$ cat src/rtl/inst_fetch_ctrl.sv
// inst_fetch_ctrl
//   Instruction fetch controller. It holds the program counter, drives the
//   instruction ROM and registers the returned word into the IF/ID stage.
//   It supports stalls, taken-branch redirects (including branches that
//   arrive while stalled), flush redirects, and a sticky fault for
//   misaligned or out-of-range fetch addresses.
//
// Parameters
//   RESET_PC    first fetch address after reset
//   ROM_WORDS   instruction ROM depth in 32-bit words
//
// Ports
//   clk          rising-edge clock
//   rst          synchronous active-high reset
//   stall        hold pc and the IF/ID register
//   branch_flag  taken-branch request from ID
//   branch_addr  target of that branch
//   flush        exception/flush redirect request
//   new_pc       target of that flush
//   rom_ce       ROM chip enable
//   rom_addr     ROM byte address (the current pc)
//   rom_inst     combinational ROM read data for rom_addr
//   if_pc        IF/ID: pc of the delivered instruction
//   if_inst      IF/ID: delivered instruction word
//   if_valid     IF/ID: instruction is valid
//   fault        sticky fetch-address fault
//   fetch_cnt    number of valid instructions delivered (wraps)

module inst_fetch_ctrl #(
  parameter logic [31:0] RESET_PC  = 32'h0000_0000,
  parameter int          ROM_WORDS = 128
) (
  input  logic        clk,
  input  logic        rst,
  input  logic        stall,
  input  logic        branch_flag,
  input  logic [31:0] branch_addr,
  input  logic        flush,
  input  logic [31:0] new_pc,
  output logic        rom_ce,
  output logic [31:0] rom_addr,
  input  logic [31:0] rom_inst,
  output logic [31:0] if_pc,
  output logic [31:0] if_inst,
  output logic        if_valid,
  output logic        fault,
  output logic [31:0] fetch_cnt
);

  localparam logic [1:0] S_IDLE  = 2'd0;
  localparam logic [1:0] S_RUN   = 2'd1;
  localparam logic [1:0] S_FAULT = 2'd2;

  localparam logic [31:0] ROM_WORDS_U = ROM_WORDS;

  logic [1:0]  state;
  logic [31:0] pc;
  logic        pend_valid;
  logic [31:0] pend_addr;
  logic        pc_bad;

  // The pc is unusable if it is not word aligned or points past the ROM.
  assign pc_bad = (pc[1:0] != 2'b00) || ({2'b00, pc[31:2]} >= ROM_WORDS_U);

  // The ROM is only enabled while actively fetching; the address is the pc.
  assign rom_ce   = (state == S_RUN);
  assign rom_addr = pc;

  // Per-edge priority: rst, flush, then state-specific behaviour. Within
  // S_RUN a bad pc takes precedence over stall/branch because the word at
  // that address can never be delivered.
  always_ff @(posedge clk) begin
    if (rst) begin
      state      <= S_IDLE;
      pc         <= RESET_PC;
      if_pc      <= 32'h0;
      if_inst    <= 32'h0;
      if_valid   <= 1'b0;
      fault      <= 1'b0;
      pend_valid <= 1'b0;
      pend_addr  <= 32'h0;
      fetch_cnt  <= 32'h0;
    end else if (flush) begin
      state      <= S_RUN;
      pc         <= new_pc;
      if_valid   <= 1'b0;
      if_inst    <= 32'h0;
      pend_valid <= 1'b0;
      fault      <= 1'b0;
    end else begin
      case (state)
        S_IDLE: begin
          state <= S_RUN;
          pc    <= RESET_PC;
        end
        S_RUN: begin
          if (pc_bad) begin
            state      <= S_FAULT;
            fault      <= 1'b1;
            if_valid   <= 1'b0;
            pend_valid <= 1'b0;
          end else if (stall) begin
            // Remember the branch so it is not lost; the latest one wins.
            if (branch_flag) begin
              pend_valid <= 1'b1;
              pend_addr  <= branch_addr;
            end
          end else if (branch_flag) begin
            // A fresh branch supersedes any branch remembered from a stall.
            pc         <= branch_addr;
            if_valid   <= 1'b0;
            if_inst    <= 32'h0;
            pend_valid <= 1'b0;
          end else if (pend_valid) begin
            pc         <= pend_addr;
            if_valid   <= 1'b0;
            if_inst    <= 32'h0;
            pend_valid <= 1'b0;
          end else begin
            if_inst   <= rom_inst;
            if_pc     <= pc;
            if_valid  <= 1'b1;
            pc        <= pc + 32'd4;
            fetch_cnt <= fetch_cnt + 32'd1;
          end
        end
        S_FAULT: begin
          if_valid <= 1'b0;
          fault    <= 1'b1;
        end
        default: begin
          state <= S_IDLE;
          pc    <= RESET_PC;
        end
      endcase
    end
  end

endmodule
$ cat config.mk
export PLATFORM = sky130hd
export DESIGN_NAME = inst_fetch_ctrl
export DESIGN_NICKNAME = d
export VERILOG_FILES = /design/src/rtl/inst_fetch_ctrl.sv
export SDC_FILE = /design/constraint.sdc
export NUM_CORES = 1
export LEC_CHECK = 0
export ABC_CLOCK_PERIOD_IN_PS = 2200
export BUFFER_PORTS_ARGS = -buffer_cell sky130_fd_sc_hd__buf_2
export CORE_UTILIZATION = 46
export CTS_CLUSTER_SIZE = 8
export DETAILED_ROUTE_END_ITERATION = 8
export PLACE_DENSITY = 0.76
export SKIP_CTS_REPAIR_TIMING = 1
export SYNTH_ARGS = -nofsm -noshare
export SYNTH_HDL_FRONTEND = slang
export SYNTH_SLANG_ARGS = --single-unit
$ cat constraint.sdc
create_clock -name clk -period 2.2 [get_ports clk]
set_input_delay 0.22 -clock clk [delete_from_list [all_inputs] [get_ports clk]]
set_output_delay 0.22 -clock clk [all_outputs]
set_load 0.05 [all_outputs]
# Word-level counts from Yosys, hierarchy flattened
# Index checks and enable logic that the tools add are counted.
[op_classes]
reduce_logical = 14
bitwise_logic = 6
n_mux = 21
order_cmp = 1
eq_ne = 9
add_sub_neg = 2
[ops]
columns = ["op", "count"]
rows = [
  ["$mux W32", 7],
  ["$pmux W32 S2", 1],
  ["$add A32 B1 Y32 const B", 1],
  ["$add A32 B3 Y32 const B", 1],
  ["$ge A30 B8 Y1 const B", 1],
  ["$reduce_and A2 Y1", 5],
  ["$mux W1", 9],
  ["$ne A3 B2 Y1 const B", 2],
  ["$ne A3 B3 Y1 const B", 2],
  ["$not A1 Y1", 6],
  ["$pmux W2 S3", 1],
  ["$reduce_and A3 Y1", 2],
  ["$reduce_and A6 Y1", 1],
  ["$reduce_and A5 Y1", 1],
  ["$pmux W1 S2", 2],
  ["$reduce_bool A2 Y1", 2],
  ["$ne A3 B1 Y1 const B", 1],
  ["$eq A2 B1 Y1 const B", 1],
  ["$eq A2 B2 Y1 const B", 1],
  ["$logic_not A2 Y1", 1],
  ["$mux W2", 1],
  ["$ne A2 B1 Y1 const B", 1],
  ["$ne A2 B2 Y1 const B", 1],
  ["$reduce_or A2 Y1", 1],
  ["$logic_or A1 B1 Y1", 1],
]
[word_totals]
inputBits = 101
out_inout_bits = 131
ff_bits = 165
wordCells = 63

# Longest topological paths before layout
# Gate-level depths: netlist of run 1.
[depth]
word_depth = 7
ltp_mapped = 10
ltp_nobuf = 8

# Worst setup path after synthesis of run 1
# OpenSTA, ideal clock, no wires.
[synth_path]
kind = "register to register"
startpoint = "register state[1]"
endpoint = "register fetch_cnt[15]"
slack_ns = -0.479
setup_ns = 0.070
n_path_buf = 2
t_arrival_ns = 2.608
required_ns = 2.130
synth_period_minus_slack_ns = 2.679
path_stages_with_launch = 10
path_cell_list = "dfxtp_1 -> inv_1 -> ha_1 -> buf_2 -> nor4b_4 -> nand4_4 -> or4_4 -> buf_6 -> or3_1 -> a21oi_1"
[synth_via]
elab_chain_len = 2
[synth_lines]
columns = ["element", "line", "rtl"]
rows = [
  ["start, declared", "56", "logic [1:0] state;"],
  ["start signal, assigned", "74", "state <= S_IDLE;"],
  ["start signal, assigned", "84", "state <= S_RUN;"],
  ["start signal, assigned", "93", "state <= S_RUN;"],
  ["$eq A2 B1 Y1", "n/a", ""],
  ["via rom_ce", "40", "output logic rom_ce,"],
  ["$reduce_and A6 Y1 (no line)", "n/a", ""],
  ["end signal, assigned", "124", "fetch_cnt <= fetch_cnt + 32'd1;"],
  ["end, declared", "47", "output logic [31:0] fetch_cnt"],
]
# The timed path passes the listed nets, and every way through them passes these cells.
# A chain may end at the register's enable or synchronous reset.

# Worst setup path after layout of run 1
[layout_path]
startpoint = "register pc[13] (netlist: rom_addr[13])"
endpoint = "register pc[27] (netlist: rom_addr[27])"
[layout_via]
elab_chain_len = 7
elab_cells_between_ends = 11
cone_classes = "add/sub (1); order compare (1); eq/ne (1); mux (6); reduce/logical (2)"
[layout_lines]
columns = ["element", "line", "rtl"]
rows = [
  ["start, declared", "57", "logic [31:0] pc;"],
  ["start signal, assigned", "85", "pc <= new_pc;"],
  ["start signal, assigned", "110", "pc <= branch_addr;"],
  ["start signal, assigned", "115", "pc <= pend_addr;"],
  ["$add A32 B3 Y32", "123", "pc <= pc + 32'd4;"],
  ["$mux W32", "114", "end else if (pend_valid) begin"],
  ["$mux W32", "108", "end else if (branch_flag) begin"],
  ["$mux W32", "102", "end else if (stall) begin"],
  ["$mux W32", "97", "if (pc_bad) begin"],
  ["$pmux W32 S2", "91", "case (state)"],
  ["$mux W32", "83", "end else if (flush) begin"],
]
# Several ways; a longest one is shown, not always the timed one. The select of a mux whose other input is x is not followed.

==> flow_summary.toml, run 1 <==
[clocking]
insertion_delay_ns = 0.42
cts_buffers = 17
clockRootBuffer = "clkbuf_16"
clkTransAtPathRegs_ns = 0.07
tritoncts = "done"
numClockSinks = 165
htree_levels = 4
clk_path_buf_depth = 2

[timing]
period_share = 0.972
fin_skew_ns = 0.00558
finalHoldViolations = 0
min_period_ns = 2.14
fin_ws_ns = 0.0613
hold_slack_ns = 0.0392
max_freq_mhz = 468
tns_ns = 0
setup_viol = 0
relSlewSlack = 0.541
tightest_slew_ns = 0.689
finalMaxSlewViolations = 0

[grt]
grt_pass1_vias = 6688
grt_overflow_total = 0
grt_pass1_wl_um = 34100
antenna_found_initial = 0
grt_usage = 0.264
grt_max_degree = 49

[cells_and_area]
syn_to_final_growth_pct = 31.4
fin_util = 0.619
fin_area_sq_um = 9800
nets = 1274
fillCellCount = 1395
drive_gt1_frac = 0.306
diodes = 0

[synthesis]
ys_seq_elements = 165
ys_top_cells_by_count = "165 x dfxtp_1, 142 x nand2_1, 104 x a21oi_1"
synth-async-reset-ratio = 0
syn_inst = 926
synth_seq_area_share = 0.443
yosysMostFrequentCell = "dfxtp_1"
synth_nets = 1033
yosys_warnings = 0
syn_area_sq_um = 7460
yosys.area.top_type = "dfxtp_1"
yosys.area.top_type_share = 0.443
synth.area.top_cells = "dfxtp_1 44%, nand2_1 7.1%, a21oi_1 7.0%"
synth_cell_type_count = 54
synth_edf_count = 0
synth-main-ff-cell = "dfxtp_1"
postSynthAreaPerCell_sq_um = 8.05

[drt]
wl_per_cell_um = 16.0
drc = 0
routed_wl_um = 22300
vias = 7564
vias_per_cell = 5.42
dr.first_iter.drc_count = 524
dr.pass1.iters = 6
antenna_left = 0

[worst_setup_path]
end_kind = "flop"
crit_fanout = 26
cp_data_arrival_time_ns = 2.49
worstSetupStartpointType = "flop"
max_stage_delay_ns = 0.47
cp_cell_sequence = "nor4_1 -> nand2_2 -> o41a_1 -> buf_6 -> nor3_1 -> o21ai_0 -> a21oi_1"
crit_type = "reg -> reg"
crit_path_top_delay_cell = "o41a_1"
crit_required_ns = 2.55

[worst_hold_path]
min_path_type = "in -> reg"

[floorplanning]
initial_utilization = 0.471
die_area_sq_um = 16700
fp-row-count = 46
core_area_sq_um = 15800
chipHeight_um = 129
ioPinCount = 232
die-width_um = 129

[power_and_ir_drop]
p_leak_nw = 4.08
cellPowerDensity_nw_per_um2 = 725
ir_drop_v = 0.000492

[job]
maxCapViolCount = 0

[placed_design]
portBuffers = 231
postPlaceCellArea_sq_um = 9130
gp_congestion = 0.933
dp_hpwl_um = 15500
place_ws_ns = 0.0542

[status]
status = "finished clean"
-- kinds of logic after synthesis --
kind of cell,synth area share
buf+inv,0.0503
fa+ha+maj,0.0101
flops,0.443
compound gates,0.162
simple gates,0.270
mux,0.0163
xor+xnor,0.0481
-- worst paths after layout --
check                                           startpoint                          to  slack [ns]  cells past startpoint
worst min-delay path                          rom_inst[27]    if_inst[27]$_SDFFE_PP0P_        0.04                      3
worst min register to register  pend_addr[30]$_SDFFE_PP0P_  pend_addr[30]$_SDFFE_PP0P_        0.45                      2
worst max register to register   rom_addr[13]$_SDFFE_PP0P_   rom_addr[27]$_SDFFE_PP0P_        0.06                      7
worst max-delay path             rom_addr[13]$_SDFFE_PP0P_   rom_addr[27]$_SDFFE_PP0P_        0.06                      7
-- metrics by stage --
step	std cells	power, mW
after floorplan	926	3.70
after global placement	1361	4.04
after detailed placement	1361	4.05
after CTS	1393	7.11
after global routing	1396	7.33
final	1396	7.10
-- cell usage in the layout, fill, tap and decap left out, drive strengths merged, types with 5 or more instances in the layout --
cell type and count:
a211oi 21, a21oi 104, a221oi 8, a22oi 11, a31oi 7, and2 26
and3 12, and4 11, buf 289, clkbuf 17, clkinv 5, dfxtp 165
ha 6, inv 30, mux2i 11, nand2 142, nand2b 6, nand3 49
nand4 17, nor2 73, nor3 36, nor4 10, o21ai 33, or3 9
xnor2 19, xor2 22
-- where the power goes --
part	total [mW]	internal, mW	leakage, nW	switching (mW)
clock network	3.08	1.80	0.295	1.28
registers	3.11	3.05	1.34	0.0616
logic	0.914	0.314	2.45	0.601
-- flip-flops by register name, summed over array words and instances (netlist names) --
| name | cells |
|---|---|
| fetch_cnt | 32 |
| if_inst | 32 |
| if_pc | 32 |
| pend_addr | 32 |
| rom_addr | 32 |
| state | 2 |
| fault | 1 |
| if_valid | 1 |
| pend_valid | 1 |
-- critical path: cells and delay by family, from the launching register on --
family	cells	cell delay, ns
compound gates	3	0.75
simple gates	3	0.79
buf+inv	1	0.20
flops	1	0.32
-- final cells by class --
type                            count  area [sq um]  share of cell area
Timing Repair Buffer              289          1640               0.167
Sequential cell                   165          3330               0.340
Clock buffer                       17           425              0.0434
Multi-Input combinational cell    669          3870               0.395
Tap cell                          216           270              0.0276
Clock inverter                     15           178              0.0181
Inverter                           25          93.8             0.00958
-- per-layer routing --
metal | up-vias | track usage | wire length, um
met1 | 3496 | 0.341 | 9750
met3 | 42 | 0.0557 | 1660
li1 | 3711 | - | -
met2 | 315 | 0.430 | 10400
met4 | 0 | 0.103 | 460
met5 | - | 0 | 0
Power figures use the tool's default switching activity.
==> run 2, diff against run 1 <==
--- a/config.mk
+++ b/config.mk
@@ -7,10 +7,12 @@
 export LEC_CHECK = 0
 export ABC_CLOCK_PERIOD_IN_PS = 2200
 export BUFFER_PORTS_ARGS = -buffer_cell sky130_fd_sc_hd__buf_2
-export CORE_UTILIZATION = 46
+export CELL_PAD_IN_SITES_DETAIL_PLACEMENT = 0
+export CELL_PAD_IN_SITES_GLOBAL_PLACEMENT = 1
+export CORE_UTILIZATION = 33
 export CTS_CLUSTER_SIZE = 8
 export DETAILED_ROUTE_END_ITERATION = 8
-export PLACE_DENSITY = 0.76
+export PLACE_DENSITY_LB_ADDON = 0.1
 export SKIP_CTS_REPAIR_TIMING = 1
 export SYNTH_ARGS = -nofsm -noshare
 export SYNTH_HDL_FRONTEND = slang
==> constraint.sdc (replaced) <==
create_clock -name clk -period 2.2 [get_ports clk]
set_input_delay 0.22 -clock clk [delete_from_list [all_inputs] [get_ports clk]]
set_output_delay 0.22 -clock clk [all_outputs]
set_load 0.02 [all_outputs]
==> run 2 against run 1 <==
Compared with the run above:
- the run now ends with design-rule violations left
- wire length is 13% higher
- final cell count rose by 6.7%
- via count is 0.87% lower
- non-clock buffer count increased by 29
- sequential power barely moved
- flip-flop and latch count is the same
- fmax hardly changed
- die area increased by 39%
- sequential share of layout area shrank 1.4 points
- register-to-register slack is essentially flat
- clock skew rose by 0.0097 ns
- setup slack better by 0.00064 ns
- critical path type unchanged
- largest power group unchanged
==> flow_summary.toml, run 2 (synthesis gave the netlist of run 1 again) <==
[drt]
dr.first_iter.drc_count = 440
drc = 13
vias_per_cell = 5.04
antenna_left = 0
wl_per_cell_um = 16.8
vias = 7498
routed_wl_um = 25100
dr.pass1.iters = 7

[worst_hold_path]
min_path_type = "in -> reg"
min_from = "branch_addr[19]"

[timing]
rsz0062_at_grt = "true"
period_share = 0.972
min_period_ns = 2.14
finalHoldViolations = 0
fin_skew_ns = 0.0153
relSlewSlack = 0.460
setup_viol = 0
tightest_slew_ns = 0.810
finalMaxSlewViolations = 0
fin_ws_ns = 0.0619
max_freq_mhz = 468

[cells_and_area]
final_common_cell = "buf_2"
diodes = 0
syn_to_final_growth_pct = 36.4
drive_gt1_frac = 0.326
layout_common_cells = "230 x buf_2, 158 x dfxtp_1, 141 x nand2_1"
nets = 1303

[clocking]
insertion_delay_ns = 0.44
numClockSinks = 165
clockRootBuffer = "clkbuf_16"
tritoncts = "done"
cts_buffers = 17
htree_levels = 4
clkTransAtPathRegs_ns = 0.08
clk_path_buf_depth = 2

[grt]
antenna_found_initial = 0
grt_pass1_vias = 6888
grt_overflow_total = 0
grt_max_degree = 70
grt_usage = 0.217
grt_pass1_wl_um = 39500

[floorplanning]
fp-row-count = 54
ioPinCount = 232
chipHeight_um = 152
core_area_sq_um = 22000
die_area_sq_um = 23200
initial_utilization = 0.340
die-width_um = 152

[power_and_ir_drop]
ir_drop_v = 0.000469
cellPowerDensity_nw_per_um2 = 683
power_mw = 6.95
p_leak_nw = 4.23

[placed_design]
place_ws_ns = -0.108
gp_congestion = 0.796
portBuffers = 231
dp_hpwl_um = 17800

[worst_setup_path]
startpoint = "state[1]$_SDFFE_PP0P_"
crit_required_ns = 2.49
worstSetupStartpointType = "flop"
cp_data_arrival_time_ns = 2.43
crit_type = "reg -> reg"
timing.rr.start = "state[1]$_SDFFE_PP0P_"
end_kind = "flop"
crit_fanout = 6

[status]
status = "complete, but fails checks"
violations = "design-rule violations"

[job]
maxCapViolCount = 0
## run 2: report_power, final
group / internal (mW) / leakage (nW) / switching [mW]
registers: 3.04 / 1.34 / 0.0423
clock network: 1.54 / 0.279 / 1.43
logic: 0.364 / 2.62 / 0.533
total: 4.94 / 4.23 / 2.00
## run 2: stage by stage
| stage | hold slack, ns | utilization | TNS, ns | area, sq um | std cells |
|---|---|---|---|---|---|
| CTS | 0.0154 | 0.455 | -0.767 | 10000 | 1483 |
| global route | 0.0210 | 0.463 | -0.0480 | 10200 | 1489 |
| detailed placement | 0.439 | 0.429 | -0.475 | 9430 | 1451 |
| floorplan | 0.360 | - | -0.0756 | 7480 | 926 |
| global placement | 0.435 | 0.429 | -0.403 | 9430 | 1451 |
| finish | 0.0310 | 0.463 | 0 | 10200 | 1489 |
## run 2: path summary, 6_finish.rpt
check	to	slack, ns	cells after the start
hold / removal	pend_addr[19]$_SDFFE_PP0P_	0.03	3
setup reg to reg	fetch_cnt[17]$_SDFFE_PP0P_	0.06	9
setup / recovery	fetch_cnt[17]$_SDFFE_PP0P_	0.06	9
hold reg to reg	pend_addr[24]$_SDFFE_PP0P_	0.45	2
## run 2: layout make-up
cell class	instances	area, sq um
Clock buffer	18	439
Sequential cell	165	3310
Inverter	25	93.8
Fill cell	2294	11800
Multi-Input combinational cell	669	3930
Clock inverter	14	133
Timing Repair Buffer	318	1910
Tap cell	280	350
## run 2: critical path, stage by stage (launching register included)
cell and delay, ns:
dfxtp_2 0.32, inv_2 0.06, ha_4 0.12, nor4b_4 0.29
nand4_4 0.14, buf_4 0.16, or4_4 0.57, nor3_4 0.14
xnor2_1 0.13, nor2_1 0.05
## run 2: layer usage
metal | global-route usage | routed length, um
met4 | 0.0607 | 345
met2 | 0.345 | 11600
met5 | 0 | 0
met1 | 0.302 | 12100
met3 | 0.0373 | 1090
